[config.mk]
export PLATFORM = sky130hd
export DESIGN_NAME = mod_add_tree_flat
export DESIGN_NICKNAME = d
export VERILOG_FILES = /design/src/rtl/sha2_add_pkg.sv /design/src/rtl/mod_add_tree_if.sv /design/src/rtl/csa_3to2.sv /design/src/rtl/mod_add_tree.sv /design/src/flat_wrapper.sv
export SDC_FILE = /design/constraint.sdc
export NUM_CORES = 1
export LEC_CHECK = 0
export ABC_AREA = 1
export CELL_PAD_IN_SITES_DETAIL_PLACEMENT = 1
export CELL_PAD_IN_SITES_GLOBAL_PLACEMENT = 1
export CORE_MARGIN = 3
export CORE_UTILIZATION = 40
export DETAILED_ROUTE_END_ITERATION = 12
export PLACE_DENSITY = 0.86
export SLEW_MARGIN = 40
export SYNTH_ARGS = -nofsm -noshare
export SYNTH_HDL_FRONTEND = slang
export SYNTH_SLANG_ARGS = --single-unit
[constraint.sdc]
create_clock -name clk -period 2.6 [get_ports clk]
set_input_delay 0.26 -clock clk [delete_from_list [all_inputs] [get_ports clk]]
set_output_delay 0.26 -clock clk [all_outputs]
set_load 0.005 [all_outputs]
[src/rtl/sha2_add_pkg.sv]
// Shared constants for the SHA-2 modular adder tree.
//   WIDTH_SHA256 : word width of SHA-256 arithmetic (32 bits)
//   WIDTH_SHA512 : word width of SHA-512 arithmetic (64 bits)
//   N_INPUTS_T1  : operand count of the T1 sum (h + S1 + ch + K + W)
package sha2_add_pkg;

  localparam int WIDTH_SHA256 = 32;
  localparam int WIDTH_SHA512 = 64;
  localparam int N_INPUTS_T1  = 5;

endpackage

[src/rtl/mod_add_tree_if.sv]
// Handshake bundle for mod_add_tree.
//   Input channel : in_valid, in_ready, in_data (packed operands), mode64, in_tag
//   Output channel: out_valid, out_ready, sum_out, out_tag
//   slave  modport: seen from the adder tree
//   master modport: seen from the producer/consumer driving the adder tree
interface mod_add_tree_if
  import sha2_add_pkg::*;
#(
  parameter int N_INPUTS = N_INPUTS_T1,
  parameter int WIDTH    = WIDTH_SHA512,
  parameter int TAG_W    = 4
);

  logic                      in_valid;
  logic                      in_ready;
  logic [N_INPUTS*WIDTH-1:0] in_data;
  logic                      mode64;
  logic [TAG_W-1:0]          in_tag;
  logic                      out_valid;
  logic                      out_ready;
  logic [WIDTH-1:0]          sum_out;
  logic [TAG_W-1:0]          out_tag;

  modport slave (
    input  in_valid, in_data, mode64, in_tag, out_ready,
    output in_ready, out_valid, sum_out, out_tag
  );

  modport master (
    output in_valid, in_data, mode64, in_tag, out_ready,
    input  in_ready, out_valid, sum_out, out_tag
  );

endinterface

[src/rtl/csa_3to2.sv]
// 3:2 carry-save compressor (combinational).
//   a, b, c : three addends
//   sum     : bitwise sum (a ^ b ^ c)
//   carry   : majority vector already shifted left by one; the carry out of
//             the MSB falls off, which is exactly the mod 2^WIDTH behaviour.
// Invariant: sum + carry == a + b + c (mod 2^WIDTH).
module csa_3to2 #(
  parameter int WIDTH = 64
) (
  input  logic [WIDTH-1:0] a,
  input  logic [WIDTH-1:0] b,
  input  logic [WIDTH-1:0] c,
  output logic [WIDTH-1:0] sum,
  output logic [WIDTH-1:0] carry
);

  logic [WIDTH-1:0] maj;

  assign sum   = a ^ b ^ c;
  assign maj   = (a & b) | (a & c) | (b & c);
  assign carry = maj << 1;

endmodule

[src/rtl/mod_add_tree.sv]
// Pipelined modular multi-operand adder.
//   clk, rst : clock, synchronous active-high reset
//   bus      : mod_add_tree_if.slave (input and output handshake channels)
//
// Pipeline: S1 masked operands -> S2 carry-save sum/carry -> S3 final sum.
// Results leave 3 cycles after the input transfer when not stalled.
//
// Handshake: a transfer happens on a rising edge where valid and ready are
// both high; the producer holds valid and payload until that edge, and data
// is sampled only on a transfer. Every stage moves together on 'advance'
// (output register empty, or being drained this cycle); in_ready equals
// advance, so the pipe never compresses bubbles but never loses data
// either. sum_out/out_tag only change on advance, so they stay stable while
// a result waits for out_ready.
//
// mode64=0 masks each operand to its low WIDTH/2 bits and truncates the
// final sum to WIDTH/2 bits; carries that spill past the half boundary
// inside the carry-save tree are harmless because only low bits are kept.
module mod_add_tree
  import sha2_add_pkg::*;
#(
  parameter int N_INPUTS = N_INPUTS_T1,
  parameter int WIDTH    = WIDTH_SHA512,
  parameter int TAG_W    = 4
) (
  input logic           clk,
  input logic           rst,
  mod_add_tree_if.slave bus
);

  localparam int HALF = WIDTH / 2;
  localparam logic [WIDTH-1:0] HALF_MASK = {{(WIDTH - HALF){1'b0}}, {HALF{1'b1}}};

  logic advance;

  // S1: masked operands
  logic                           s1_valid;
  logic                           s1_mode;
  logic [TAG_W-1:0]               s1_tag;
  logic [N_INPUTS-1:0][WIDTH-1:0] s1_ops;

  // S2: carry-save pair
  logic             s2_valid;
  logic             s2_mode;
  logic [TAG_W-1:0] s2_tag;
  logic [WIDTH-1:0] s2_sum;
  logic [WIDTH-1:0] s2_carry;

  // S3: final result
  logic             s3_valid;
  logic [WIDTH-1:0] s3_sum;
  logic [TAG_W-1:0] s3_tag;

  logic [WIDTH-1:0]               in_mask;
  logic [N_INPUTS-1:0][WIDTH-1:0] in_masked;
  logic [WIDTH-1:0]               tree_sum;
  logic [WIDTH-1:0]               tree_carry;
  logic [WIDTH-1:0]               res_mask;
  logic [WIDTH-1:0]               result;

  assign advance      = ~s3_valid | bus.out_ready;
  assign bus.in_ready = advance;

  assign in_mask = bus.mode64 ? {WIDTH{1'b1}} : HALF_MASK;

  always_comb begin
    in_masked = '0;
    for (int k = 0; k < N_INPUTS; k++) begin
      in_masked[k] = bus.in_data[k*WIDTH +: WIDTH] & in_mask;
    end
  end

  // Carry-save reduction: level 0 seeds the pair with operands 0 and 1,
  // each further level folds in one more operand with a 3:2 compressor.
  // With two operands only level 0 exists and the tree is a pass-through.
  for (genvar k = 0; k < N_INPUTS - 1; k++) begin : g_lvl
    logic [WIDTH-1:0] s;
    logic [WIDTH-1:0] c;
    if (k == 0) begin : g_seed
      assign s = s1_ops[0];
      assign c = s1_ops[1];
    end else begin : g_csa
      csa_3to2 #(.WIDTH(WIDTH)) u_csa (
        .a    (g_lvl[k-1].s),
        .b    (g_lvl[k-1].c),
        .c    (s1_ops[k+1]),
        .sum  (s),
        .carry(c)
      );
    end
  end

  assign tree_sum   = g_lvl[N_INPUTS-2].s;
  assign tree_carry = g_lvl[N_INPUTS-2].c;

  assign res_mask = s2_mode ? {WIDTH{1'b1}} : HALF_MASK;
  assign result   = (s2_sum + s2_carry) & res_mask;

  always_ff @(posedge clk) begin
    if (rst) begin
      s1_valid <= 1'b0;
      s1_mode  <= 1'b0;
      s1_tag   <= '0;
      s1_ops   <= '0;
      s2_valid <= 1'b0;
      s2_mode  <= 1'b0;
      s2_tag   <= '0;
      s2_sum   <= '0;
      s2_carry <= '0;
      s3_valid <= 1'b0;
      s3_sum   <= '0;
      s3_tag   <= '0;
    end else if (advance) begin
      s1_valid <= bus.in_valid;
      if (bus.in_valid) begin
        s1_mode <= bus.mode64;
        s1_tag  <= bus.in_tag;
        s1_ops  <= in_masked;
      end
      s2_valid <= s1_valid;
      if (s1_valid) begin
        s2_mode  <= s1_mode;
        s2_tag   <= s1_tag;
        s2_sum   <= tree_sum;
        s2_carry <= tree_carry;
      end
      s3_valid <= s2_valid;
      if (s2_valid) begin
        s3_sum <= result;
        s3_tag <= s2_tag;
      end
    end
  end

  assign bus.out_valid = s3_valid;
  assign bus.sum_out   = s3_sum;
  assign bus.out_tag   = s3_tag;

endmodule
[src/flat_wrapper.sv]
// flat-port wrapper written by rule: the top's interface ports become plain ports
module mod_add_tree_flat import sha2_add_pkg::*;
#(
  parameter int N_INPUTS = N_INPUTS_T1,
  parameter int WIDTH    = WIDTH_SHA512,
  parameter int TAG_W    = 4
)
  (clk, rst, bus_in_valid, bus_in_data, bus_mode64, bus_in_tag, bus_out_ready, bus_in_ready, bus_out_valid, bus_sum_out, bus_out_tag);
  mod_add_tree_if #(.N_INPUTS(N_INPUTS), .WIDTH(WIDTH), .TAG_W(TAG_W)) bus_i ();
  input logic clk;
  input logic rst;
  input wire logic [$bits(bus_i.in_valid)-1:0] bus_in_valid;
  input wire logic [$bits(bus_i.in_data)-1:0] bus_in_data;
  input wire logic [$bits(bus_i.mode64)-1:0] bus_mode64;
  input wire logic [$bits(bus_i.in_tag)-1:0] bus_in_tag;
  input wire logic [$bits(bus_i.out_ready)-1:0] bus_out_ready;
  output wire logic [$bits(bus_i.in_ready)-1:0] bus_in_ready;
  output wire logic [$bits(bus_i.out_valid)-1:0] bus_out_valid;
  output wire logic [$bits(bus_i.sum_out)-1:0] bus_sum_out;
  output wire logic [$bits(bus_i.out_tag)-1:0] bus_out_tag;
  assign bus_i.in_valid = bus_in_valid;
  assign bus_i.in_data = bus_in_data;
  assign bus_i.mode64 = bus_mode64;
  assign bus_i.in_tag = bus_in_tag;
  assign bus_i.out_ready = bus_out_ready;
  assign bus_in_ready = bus_i.in_ready;
  assign bus_out_valid = bus_i.out_valid;
  assign bus_sum_out = bus_i.sum_out;
  assign bus_out_tag = bus_i.out_tag;
  mod_add_tree #(.N_INPUTS(N_INPUTS), .WIDTH(WIDTH), .TAG_W(TAG_W)) u_core (.clk(clk), .rst(rst), .bus(bus_i));
endmodule
==> results.cfg <==
[routing]
drt-initial-drc-count = 1844
dr_total_vias = 26021
drc = 0
first_pass_iters = 5
avgViaCountPerCell = 5.15
wl_per_cell_um = 20.5
drt-total-wl_um = 104000
antenna_left = 0

[synthesis]
postSynthCellCount = 3745
syn-num-nets = 4326
ys_types = 35
yosys_warnings = 0
synth_area_leaders = dfxtp_1, nand2_1, fa_1, a21oi_1, inv_1
netlist_area_um2 = 27800
avgSynthCellArea_um2 = 7.43
synth_top_area_frac = 0.380
synth.largest_area_cell = dfxtp_1
synth_seq_cells = 528
ys_seq_area_frac = 0.380

[placed_design]
hpwl_um = 79100
gp_congestion = 0.925
place_worst_setup_slack_ns = 0.0959
io_buffers = 398

[clocking]
cts_max_path_buffers = 3
clk_pin_slew_worst_paths_ns = 0.06
htreeDepth = 2
cts_tree = done
cts_buffers = 58
clk_latency_ns = 0.64
cts.sinks = 528
root_buffer = clkbuf_16

[power_and_ir_drop]
p_leak_nw = 15.3
ir_drop_mv = 0.460
cellPowerDensity_nw_per_um2 = 586
finalPower_w = 0.0204

[layout]
nFillCells = 8565
final_cell_mix = nand2_1, a21oi_1, dfxtp_1
final_common_cell = nand2_1
drive_above_1_share = 0.0439
area_growth_syn_to_layout_pct = 24.8
nNetsFinal = 4632

[critical_path]
critPathMaxFanout = 5
critical-path-top-delay-family = simple AND/OR/NAND/NOR gates
cp_slowest_cell = ha_1
r2r-start = u_core.s2_carry[42]
startpoint = u_core.s2_carry[42]
start_kind = flop
cp_num_buf_inv = 0
cp_data_arrival_time_ns = 2.93
r2r_slack_ns = 0.16
rr_endpoint = u_core.bus.sum_out[55]
crit_top_cell = nand2_1
cp.required_ns = 3.10
path_class = flop to flop
end_kind = flop
max_stage_delay_ns = 0.51
rr_worst_depth = 11
crit_chain = ha_1 > nand2_1 > nor2_2 > nand2_1 > nor2_1 > and3_1 > nand2_1 > nand3_1 > nand2_1 > nand3_1 > a21oi_1

[grt]
gr-max-usage-layer = met2
grt_pass1_vias = 27247
grt_max_degree = 132
antenna_found_initial = 23
met3_usage = 0.0450
grt_overflow = 0
grt_util_met1 = 0.375
grt_usage = 0.273
grt_pass1_wl_um = 156000
grt_use_met2 = 0.439

[worst_hold_path]
min_delay_path_depth = 2
hp-class = primary input to flop
hold_path_startpoint = rst
hold_end = u_core.s1_tag[3]

[sta]
finalSetupViolCount = 0
rsz0062_at_grt = false
max_freq_ghz = 0.411
layout_setup_ws_ns = 0.165
layout_min_cycle_time_ns = 2.44
tns_ns = 0
slew_violations = 0
hold_viol_final = 0
whs_ns = 0.0677
tightest_slew_ns = 0.650
clock_skew_ns = 0.0332
period_share = 0.937
relSlewSlack = 0.566

[run_status]
outcome = finished clean

[floorplan]
coreArea_um2 = 68700
die_y_um = 270
die_w_um = 270
rows = 96
die_area_um2 = 72800
io_pins = 399
initial_core_util = 0.405

[job]
cap_violations = 0
power breakdown:
group / internal, W / switching (W) / total (W)
registers: 0.00847 / 0.000296 / 0.00876
clock network: 0.00486 / 0.00369 / 0.00855
logic: 0.00136 / 0.00169 / 0.00305
area by class of cell:
cell class	count	area [µm²]	share of cell area
Inverter	349	1320	0.0380
Timing Repair Buffer	437	4550	0.131
Antenna cell	19	47.5	0.00137
Sequential cell	528	10600	0.304
Tap cell	931	1160	0.0335
Multi-Input combinational cell	2677	15100	0.435
Clock buffer	75	1640	0.0471
Clock inverter	32	327	0.00940
worst reg2reg max path, cell delays in order (launching register included):
cell,delay (ns)
dfxtp_1,0.31
ha_1,0.51
nand2_1,0.21
nor2_2,0.28
nand2_1,0.12
nor2_1,0.25
and3_1,0.21
nand2_1,0.08
nand3_1,0.09
nand2_1,0.06
nand3_1,0.13
a21oi_1,0.08
sequential cells by signal, indices dropped and copies added (netlist names), 4 cells and up:
name and flops:
u_core.bus.sum_out 64, u_core.s1_tag 4, u_core.s1_ops 192, u_core.g_lvl.s 64
u_core.s2_tag 4, u_core.g_lvl.c 64, u_core.s2_sum 64, u_core.s2_carry 63
u_core.bus.out_tag 4
Yosys cell counts (all sizes together):
cell	number
ha	64
o211ai	1
inv	348
buf	79
clkbuf	112
and2	1
and3	1
clkinv	1
nor2	171
o21ai	33
nor3	11
nand3b	4
a21boi	2
dfxtp	528
xnor2	7
xor2	29
nand3	249
nor4	2
a211oi	5
fa	188
a21oi	532
o21bai	5
nand2	1362
nand4	9
o21a	1
metal layers:
layer / share of wire / routed length [µm]
met1: 0.45 / 46400
met2: 0.46 / 47500
met3: 0.058 / 6040
met4: 0.035 / 3580
met5: 0.00036 / 37
stage by stage:
step | util | instances | cell area [µm²]
floorplan | - | 3745 | 27800
global placement | 0.476 | 4922 | 32700
detailed placement | 0.476 | 4922 | 32700
CTS | 0.505 | 5029 | 34700
global route | 0.505 | 5047 | 34700
finish | 0.505 | 5048 | 34700
timing repair:
item,CTS,global route
setup endpoints to repair,0,7
hold endpoints to repair,0,0
resized for setup,0,3
buffers inserted,0,0
hold buffers,0,0
worst max path at each step:
stage,endpoint,slack (ns),cells past startpoint
2_1_floorplan,u_core.s2_sum[1],0.58,5
3_3_place_gp,u_core.bus.sum_out[55],0.08,11
3_5_place_dp,u_core.bus.sum_out[55],0.1,11
4_1_cts,u_core.bus.sum_out[55],0.07,11
5_1_grt,u_core.bus.sum_out[55],0.02,11
6_report,u_core.bus.sum_out[55],0.16,11
kinds of logic after synthesis:
group / Yosys count / share of synthesized area
DFF: 528 / 0.380
xor gates and xnor gates: 36 / 0.0113
AOI/OAI and AO/OA: 579 / 0.105
adders and majority gates: 252 / 0.164
and+or+nand+nor: 1810 / 0.261
buffers and inverters: 540 / 0.0787
(Power assumes the default switching activity.)
